File: src/rtl/usb_pkt_tx.sv
// usb_pkt_tx -- USB full/low-speed packet transmitter.
//
// Takes packet bytes from a byte stream and drives the USB pins. Each packet
// is framed as SYNC, data (LSB first, bit stuffed, NRZI encoded), then EOP
// (two bit times of SE0 and one of J). Speed, stuffing suppression and SYNC
// corruption are captured once per packet when the first byte is accepted.
//
// Handshake: tx_ready is a combinational single-cycle pulse. A byte on
// tx_data/tx_last is consumed on exactly the clock where tx_valid and
// tx_ready are both 1. tx_ready only rises in IDLE (packet start) or on the
// bit boundary that ends the previous byte (its bit 7 or its owed stuff bit).
// At any other time tx_valid is ignored.
//
// Ports:
//   clk, rst           clock; synchronous active-high reset
//   speed              1 = full speed, 0 = low speed (sampled at start)
//   err_bitstuff       suppress bit stuffing for the packet (sampled at start)
//   sync_corrupt       send last SYNC bit as J (sampled at start)
//   tx_data, tx_last   packet byte and end-of-packet flag
//   tx_valid/tx_ready  byte handshake as described above
//   busy               packet in progress, SYNC through EOP
//   underrun           pulse when a byte was needed and none was offered
//   dp, dn, doe        bus drive values and output enable
module usb_pkt_tx #(
  parameter int CLK_PER_BIT_FS = 4,
  parameter int CLK_PER_BIT_LS = 32
) (
  input  logic       clk,
  input  logic       rst,
  input  logic       speed,
  input  logic       err_bitstuff,
  input  logic       sync_corrupt,
  input  logic [7:0] tx_data,
  input  logic       tx_valid,
  input  logic       tx_last,
  output logic       tx_ready,
  output logic       busy,
  output logic       underrun,
  output logic       dp,
  output logic       dn,
  output logic       doe
);

  localparam int TW = (CLK_PER_BIT_LS > 1) ? $clog2(CLK_PER_BIT_LS) : 1;
  localparam logic [TW-1:0] FS_LAST = TW'(CLK_PER_BIT_FS - 1);
  localparam logic [TW-1:0] LS_LAST = TW'(CLK_PER_BIT_LS - 1);

  typedef enum logic [2:0] {IDLE, SYNC, DATA, EOP_SE0, EOP_J} state_t;

  state_t          state_q, state_d;
  logic [TW-1:0]   bit_cnt_q, bit_cnt_d;
  logic [2:0]      bit_idx_q, bit_idx_d;   // SYNC bit, data bit or EOP_SE0 bit
  logic [2:0]      ones_q, ones_d;         // consecutive raw ones sent
  logic [7:0]      shreg_q, shreg_d;       // bit 0 is the data bit on the line
  logic            last_q, last_d;
  logic            spd_q, spd_d;
  logic            no_stuff_q, no_stuff_d;
  logic            sync_bad_q, sync_bad_d;
  logic            lvl_q, lvl_d;           // line level: 1 = J, 0 = K
  logic            se0_q, se0_d;
  logic            stuff_q, stuff_d;       // current slot is a stuffed 0

  logic            bit_end;
  logic            stuff_owed;
  logic            take;
  logic            raw;
  logic [2:0]      ones_inc;

  always_ff @(posedge clk) begin
    if (rst) begin
      state_q    <= IDLE;
      bit_cnt_q  <= '0;
      bit_idx_q  <= '0;
      ones_q     <= '0;
      shreg_q    <= '0;
      last_q     <= 1'b0;
      spd_q      <= 1'b1;
      no_stuff_q <= 1'b0;
      sync_bad_q <= 1'b0;
      lvl_q      <= 1'b1;
      se0_q      <= 1'b0;
      stuff_q    <= 1'b0;
    end else begin
      state_q    <= state_d;
      bit_cnt_q  <= bit_cnt_d;
      bit_idx_q  <= bit_idx_d;
      ones_q     <= ones_d;
      shreg_q    <= shreg_d;
      last_q     <= last_d;
      spd_q      <= spd_d;
      no_stuff_q <= no_stuff_d;
      sync_bad_q <= sync_bad_d;
      lvl_q      <= lvl_d;
      se0_q      <= se0_d;
      stuff_q    <= stuff_d;
    end
  end

  always_comb begin
    state_d    = state_q;
    bit_cnt_d  = bit_cnt_q;
    bit_idx_d  = bit_idx_q;
    ones_d     = ones_q;
    shreg_d    = shreg_q;
    last_d     = last_q;
    spd_d      = spd_q;
    no_stuff_d = no_stuff_q;
    sync_bad_d = sync_bad_q;
    lvl_d      = lvl_q;
    se0_d      = se0_q;
    stuff_d    = stuff_q;
    tx_ready   = 1'b0;
    underrun   = 1'b0;
    take       = 1'b0;
    raw        = 1'b0;

    bit_end    = (state_q != IDLE) && (bit_cnt_q == (spd_q ? FS_LAST : LS_LAST));
    stuff_owed = !no_stuff_q && (ones_q == 3'd6);
    // Saturate so the count stays in range when stuffing is suppressed.
    ones_inc   = (ones_q == 3'd6) ? 3'd6 : ones_q + 3'd1;

    if (state_q != IDLE) begin
      bit_cnt_d = bit_end ? '0 : bit_cnt_q + 1'b1;
    end

    case (state_q)
      IDLE: begin
        if (tx_valid) begin
          tx_ready   = 1'b1;
          state_d    = SYNC;
          shreg_d    = tx_data;
          last_d     = tx_last;
          spd_d      = speed;
          no_stuff_d = err_bitstuff;
          sync_bad_d = sync_corrupt;
          bit_cnt_d  = '0;
          bit_idx_d  = '0;
          ones_d     = '0;
          se0_d      = 1'b0;
          stuff_d    = 1'b0;
          lvl_d      = 1'b0;   // first SYNC bit is a raw 0: J toggles to K
        end
      end
      SYNC: begin
        if (bit_end) begin
          take = 1'b1;
          if (bit_idx_q == 3'd7) begin
            state_d   = DATA;
            bit_idx_d = '0;
            raw       = shreg_q[0];
          end else begin
            bit_idx_d = bit_idx_q + 3'd1;
            raw       = (bit_idx_q == 3'd6) ? !sync_bad_q : 1'b0;
          end
        end
      end
      DATA: begin
        if (bit_end) begin
          if (stuff_owed) begin
            // Stuffed slot: toggle without consuming a data bit.
            lvl_d   = !lvl_q;
            ones_d  = '0;
            stuff_d = 1'b1;
          end else if (bit_idx_q != 3'd7) begin
            take      = 1'b1;
            raw       = shreg_q[1];
            shreg_d   = {1'b0, shreg_q[7:1]};
            bit_idx_d = bit_idx_q + 3'd1;
          end else if (last_q) begin
            state_d   = EOP_SE0;
            se0_d     = 1'b1;
            bit_idx_d = '0;
          end else if (tx_valid) begin
            tx_ready  = 1'b1;
            take      = 1'b1;
            raw       = tx_data[0];
            shreg_d   = tx_data;
            last_d    = tx_last;
            bit_idx_d = '0;
          end else begin
            underrun  = 1'b1;
            state_d   = EOP_SE0;
            se0_d     = 1'b1;
            bit_idx_d = '0;
          end
        end
      end
      EOP_SE0: begin
        if (bit_end) begin
          if (bit_idx_q == 3'd0) begin
            bit_idx_d = 3'd1;
          end else begin
            state_d = EOP_J;
            se0_d   = 1'b0;
            lvl_d   = 1'b1;
          end
        end
      end
      EOP_J: begin
        if (bit_end) begin
          state_d   = IDLE;
          bit_cnt_d = '0;
        end
      end
      default: state_d = IDLE;
    endcase

    // NRZI: raw 0 toggles the line, raw 1 holds it.
    if (take) begin
      lvl_d   = raw ? lvl_q : !lvl_q;
      ones_d  = raw ? ones_inc : 3'd0;
      stuff_d = 1'b0;
    end

    if (rst) begin
      tx_ready = 1'b0;
      underrun = 1'b0;
    end
  end

  // J is dp=1/dn=0 at full speed and dp=0/dn=1 at low speed.
  assign doe  = (state_q != IDLE);
  assign busy = (state_q != IDLE);
  assign dp   = !se0_q && (lvl_q ~^ spd_q);
  assign dn   = !se0_q && !(lvl_q ~^ spd_q);

endmodule
File: config.mk
export PLATFORM = sky130hd
export DESIGN_NAME = usb_pkt_tx
export DESIGN_NICKNAME = d
export VERILOG_FILES = /design/src/rtl/usb_pkt_tx.sv
export SDC_FILE = /design/constraint.sdc
export NUM_CORES = 1
export LEC_CHECK = 0
export ABC_AREA = 1
export CORE_MARGIN = 2
export CORE_UTILIZATION = 56
export DETAILED_ROUTE_END_ITERATION = 8
export GPL_TIMING_DRIVEN = 0
export PLACE_DENSITY = 0.85
export SLEW_MARGIN = 20
export SYNTH_ARGS = -nofsm -noshare
export SYNTH_HDL_FRONTEND = slang
export SYNTH_SLANG_ARGS = --single-unit
File: constraint.sdc
create_clock -name clk -period 2.41 [get_ports clk]
set_clock_uncertainty 0.1 [all_clocks]
set_input_delay 0.723 -clock clk [delete_from_list [all_inputs] [get_ports clk]]
set_output_delay 0.723 -clock clk [all_outputs]
set_load 0.005 [all_outputs]
**After elaboration in Yosys (flattened, before gate mapping)**

Cells that the tools add are included.

- Add/sub/neg operators: 3
- Eq/ne operators: 27
- Mux-type cells: 90
- Bitwise logic cells: 1
- Reductions and logical operators: 25

Operators with widths:

| cell | number |
|---|---|
| 2-to-1 mux 3 bit | 24 |
| 2-to-1 mux 1 bit | 45 |
| 2-to-1 mux 8 bit | 5 |
| 2-to-1 mux 5 bit | 5 |
| inequality test 3 bit (second input constant) | 8 |
| inequality test 2 bit (second input constant) | 11 |
| case mux 8 bit (2 select lines) | 1 |
| case mux 3 bit (5 select lines) | 1 |
| AND reduction 7 bit | 2 |
| == test 3 bit (second input constant) | 4 |
| case mux 3 bit (4 select lines) | 1 |
| case mux 5 bit (2 select lines) | 1 |
| AND reduction 10 bit | 1 |
| nonzero test 3 bit | 3 |
| case mux 1 bit (2 select lines) | 4 |
| AND reduction 4 bit | 2 |
| AND reduction 8 bit | 1 |
| nonzero test 4 bit | 2 |
| adder 3 x 1 -> 3 bit (second input constant) | 2 |
| == test 3 x 2 -> 1 bit (second input constant) | 2 |
| logical NOT 3 bit | 2 |
| case mux 1 bit (3 select lines) | 2 |
| case mux 3 bit (2 select lines) | 1 |
| adder 5 x 1 -> 5 bit (second input constant) | 1 |
| other kinds (8) | 15 |

- Flip-flop bits (word level): 28
- Input port bits: 15

**Longest topological paths before layout**

- Depth in word-level cells: 8
- Gate-level depth with buffers: 13

**Least setup slack after synthesis**

Ideal clock, no wire load.

- Path type: input to output
- From: input port tx_valid
- To: output port tx_ready
- Data arrival time: 1.381 ns
- Path slack: 0.206 ns
- Stages: 5
- Buffers on the path: 1
- Cells stage by stage: buf_2 -> inv_1 -> nor2_1 -> inv_1 -> a21oi_1

- Cells in the longest elaborated chain, start to end: 7

RTL lines:

| element | RTL line | source |
|---|---|---|
| from (decl) | 34 | `input logic tx_valid,` |
| 2-to-1 mux 1 bit (*) | 128, 173 |  |
| 2-to-1 mux 1 bit | 169 | `end else if (last_q) begin` |
| 2-to-1 mux 1 bit | 164 | `end else if (bit_idx_q != 3'd7) begin` |
| 2-to-1 mux 1 bit | 159 | `if (stuff_owed) begin` |
| 2-to-1 mux 1 bit | 158 | `if (bit_end) begin` |
| case mux 1 bit (2 select lines) (*) | 126 | `case (state_q)` |
| 2-to-1 mux 1 bit (*) | 215 | `if (rst) begin` |
| to (decl) | 36 | `output logic tx_ready,` |

Mark *: on every way between the ends. The rest lies on a longest branch, timed or not.

**Worst setup path after layout**

- From: register bit_cnt_q[1]
- To: output port underrun

- Cells in the longest elaborated chain, start to end: 5

RTL lines:

| element | RTL line | source |
|---|---|---|
| from (decl) | 51 | `logic [TW-1:0] bit_cnt_q, bit_cnt_d;` |
| from (signal assigned) | 85 | `bit_cnt_q <= bit_cnt_d;` |
| == test 5 bit | 117 | `bit_end = (state_q != IDLE) && (bit_cnt_q == (spd_q ? FS_LAST : LS_LAST));` |
| logical AND 1 bit | 117 |  |
| 2-to-1 mux 1 bit | 158 |  |
| 2-to-1 mux 1 bit | 126 |  |
| 2-to-1 mux 1 bit | 215 |  |
| to (decl) | 38 | `output logic underrun,` |

No other way between the ends.

==> run metrics <==
status=complete, but fails checks; violations in the final reports=negative setup slack; Worst Path Arrival=1.62 ns; Boundary Pins=21; buffer cell driving the clock tree root=clkbuf_4; cell type with the largest total area after synthesis=dfxtp_1; DR iter-0 viols=approximately 180; Synth top area share=28.7%; cell depth of the worst setup path=6; ratio of routed vias to standard cells=5.41; cells along the critical path=ha_4 -> inv_2 -> a21oi_4 -> nand3_4 -> nor4_4 -> buf_2; total core area=0.00334 mm²; Netlist Area Pre-Place=0.00195 mm²; sequential fraction of the synthesis area=approximately 29%; Max-Cap Viols=0; leakage power summed over all cells=1.24 nW; CTS tree=yes; VDD IR max=0.000698 V; relative slew slack=65.7%; total length of routed wires=5490 µm; kind of end point of the critical path=output port; Post-Place Cell Area=0.00221 mm²; Slew Limit Fails=0; maximum fanout along the worst path=2; IO Port Bufs=20; pin count of the biggest net entering global routing=15; count of flip-flops with a built-in enable after synthesis=0; global-route usage over all layers=28.4%; Placement Setup Slack=-0.998 ns; Diodes inserted=0; detailed-placement wirelength estimate=3480 µm; power density relative to cell area=~1100 mW/mm²; syn_area_per_cell=between 6 and 7 µm²; vias post-DR=2,099; Primary FF master, synth=dfxtp_1; category of the critical setup timing path=register to output port; Final period util=101%; first-pass GRT wire length=between 9000 and 10,000 µm; final instance area=0.00263 mm²; Post-Syn Instances=between 200 and 300; critical path buffer and inverter count=2; clock buffer depth=2; stage delay of the slowest cell on the critical path=0.39 ns; flip-flop and latch count after synthesis=28; TritonCTS Buffers=3; unrepaired setup endpoints after global routing=true; Post-synth ARST share=0%; post-layout worst setup margin=-0.0288 ns; Top delay family on crit path=flip-flops; gp weighted congestion=0.977; clock sink total=28; Die Width=63.0 µm; die footprint=0.00397 mm²; total nets after synthesis=308; site row count=21; Final nets=366; DRC violations left=0; worst skew pair latency=0.34 ns; most repeated cell in the gate-level netlist after synthesis=nand2_1; upper clock frequency limit=410 MHz; Reg2Reg Depth=12; type of the most critical hold path=register to register; cell types with the highest counts after synthesis=57 x nand2_1, 41 x inv_1, 28 x dfxtp_1; shortest period the worst path allows=2.44 ns; final setup fails=2; layout cells sized above 1=32.2%; initial core utilization=~60%; post-synth cell types=39; top post-synthesis cells by area=dfxtp_1 29%, nand2_1 11%, inv_1 7.9%; clock transition at the registers of the reported paths=roughly 0.16 ns; number of instances on the worst hold path=2; synth-to-layout area growth=34.6%; critical path required time=1.59 ns; global route overflow=0; type of origin of the critical path=register; hold buffer count at CTS=0; hold violation count in the final report=0; H-tree depth=1; via count of the first global-routing pass=between 2,000 and 2,500; vertical extent of the die=63.0 µm; drt first pass iters=5; Worst Max-Slew Pin Slew=0.514 ns; remaining antenna violation count after routing=0; slowest CP cell=dfxtp_2; yosys warns=0; per-cell routed wire length=14.2 µm; number of antenna violations at the first check in global routing=0
==> state kept, by name, summed over array words and instances, names as in the netlist, 3 cells and up <==
name and cells:
ones_q 3, state_q 3, bit_cnt_q 5, shreg_q 8, bit_idx_q 3
==> placed cells by master (no fill, tap or decap), types with 3 or more instances in the layout <==
cell type / n
a21oi_1: 22
a21oi_2: 3
buf_4: 33
buf_6: 4
clkbuf_4: 3
clkdlybuf4s50_1: 14
dfxtp_1: 16
dfxtp_2: 6
dfxtp_4: 6
ha_1: 3
inv_1: 35
inv_2: 9
nand2_1: 54
nand2_2: 7
nand2_4: 4
nand3_1: 15
nand3_2: 6
nand4_1: 4
nor2_1: 26
nor2_2: 3
nor2_4: 4
o211ai_1: 3
o21ai_0: 18
o21ai_1: 6
xor2_1: 3
==> stage by stage <==
step	hold WS, ns	power [mW]	instances	util [%]	setup TNS (ns)
6_report	0.379	2.93	388	78.7	-0.0436
5_1_grt	0.398	3.17	388	78.7	-0.156
4_1_cts	0.381	2.77	380	76.1	-0.00739
3_5_place_dp	0.362	2.32	352	66.2	-2.57
3_3_place_gp	0.355	2.29	352	66.2	-2.31
2_1_floorplan	0.329	1.90	286	-	0
==> logic make-up (layout without fill, tap and decap cells) <==
| group | Yosys count | in the layout | synth area share [%] |
|---|---|---|---|
| DFF | 28 | 28 | 28.7 |
| xor gates and xnor gates | 5 | 5 | 2.24 |
| and+or+nand+nor | 129 | 129 | 33.5 |
| buffers and inverters | 54 | 110 | 11.4 |
| adders and majority gates | 7 | 7 | 4.49 |
| AOI/OAI and AO/OA | 63 | 63 | 19.7 |
==> power by group <==
part / internal [mW] / switching (mW) / leakage, nW
combinational: 0.832 / 1.18 / 0.988
clock: 0.0589 / 0.148 / 0.0138
sequential: 0.616 / 0.101 / 0.235
==> layer usage <==
metal / vias up / GRT usage, % / wire length (µm) / share of wire [%]
met5: - / 0 / 0 / 0
met4: 0 / 11.4 / 150 / 2.7
met3: 19 / 4.68 / 396 / 7.2
met2: 93 / 49.1 / 2700 / 49
met1: 950 / 34.9 / 2250 / 41
li1: 1037 / - / - / -
==> path summary, 6_finish.rpt <==
kind	from	to	slack (ns)
max reg2reg	ones_q[0]	shreg_q[7]	0.48
min	sync_bad_q	sync_bad_q	0.38
min reg2reg	sync_bad_q	sync_bad_q	0.38
max	bit_cnt_q[1]	underrun	-0.03
==> worst min-delay path: stages (launching register included) <==
cell     delay [ns]
dfxtp_1        0.33
inv_1          0.07
a21oi_1        0.06
==> area by class of cell <==
type                    count  area, µm²
plain buffers               7       62.6
fillers                   281        709
inverters                  46        178
flip-flops and latches     28        591
well taps                  46       57.6
multi-input cells         204       1260
clock buffers               3       22.5
repair buffers             54        457
==> what timing repair did <==
action,in CTS,in global routing
pin swaps,11,6
resized for setup,53,11
buffers inserted,26,8
endpoints found under the setup margin,5,4
Note: power is estimated with default switching activity, not from simulation.
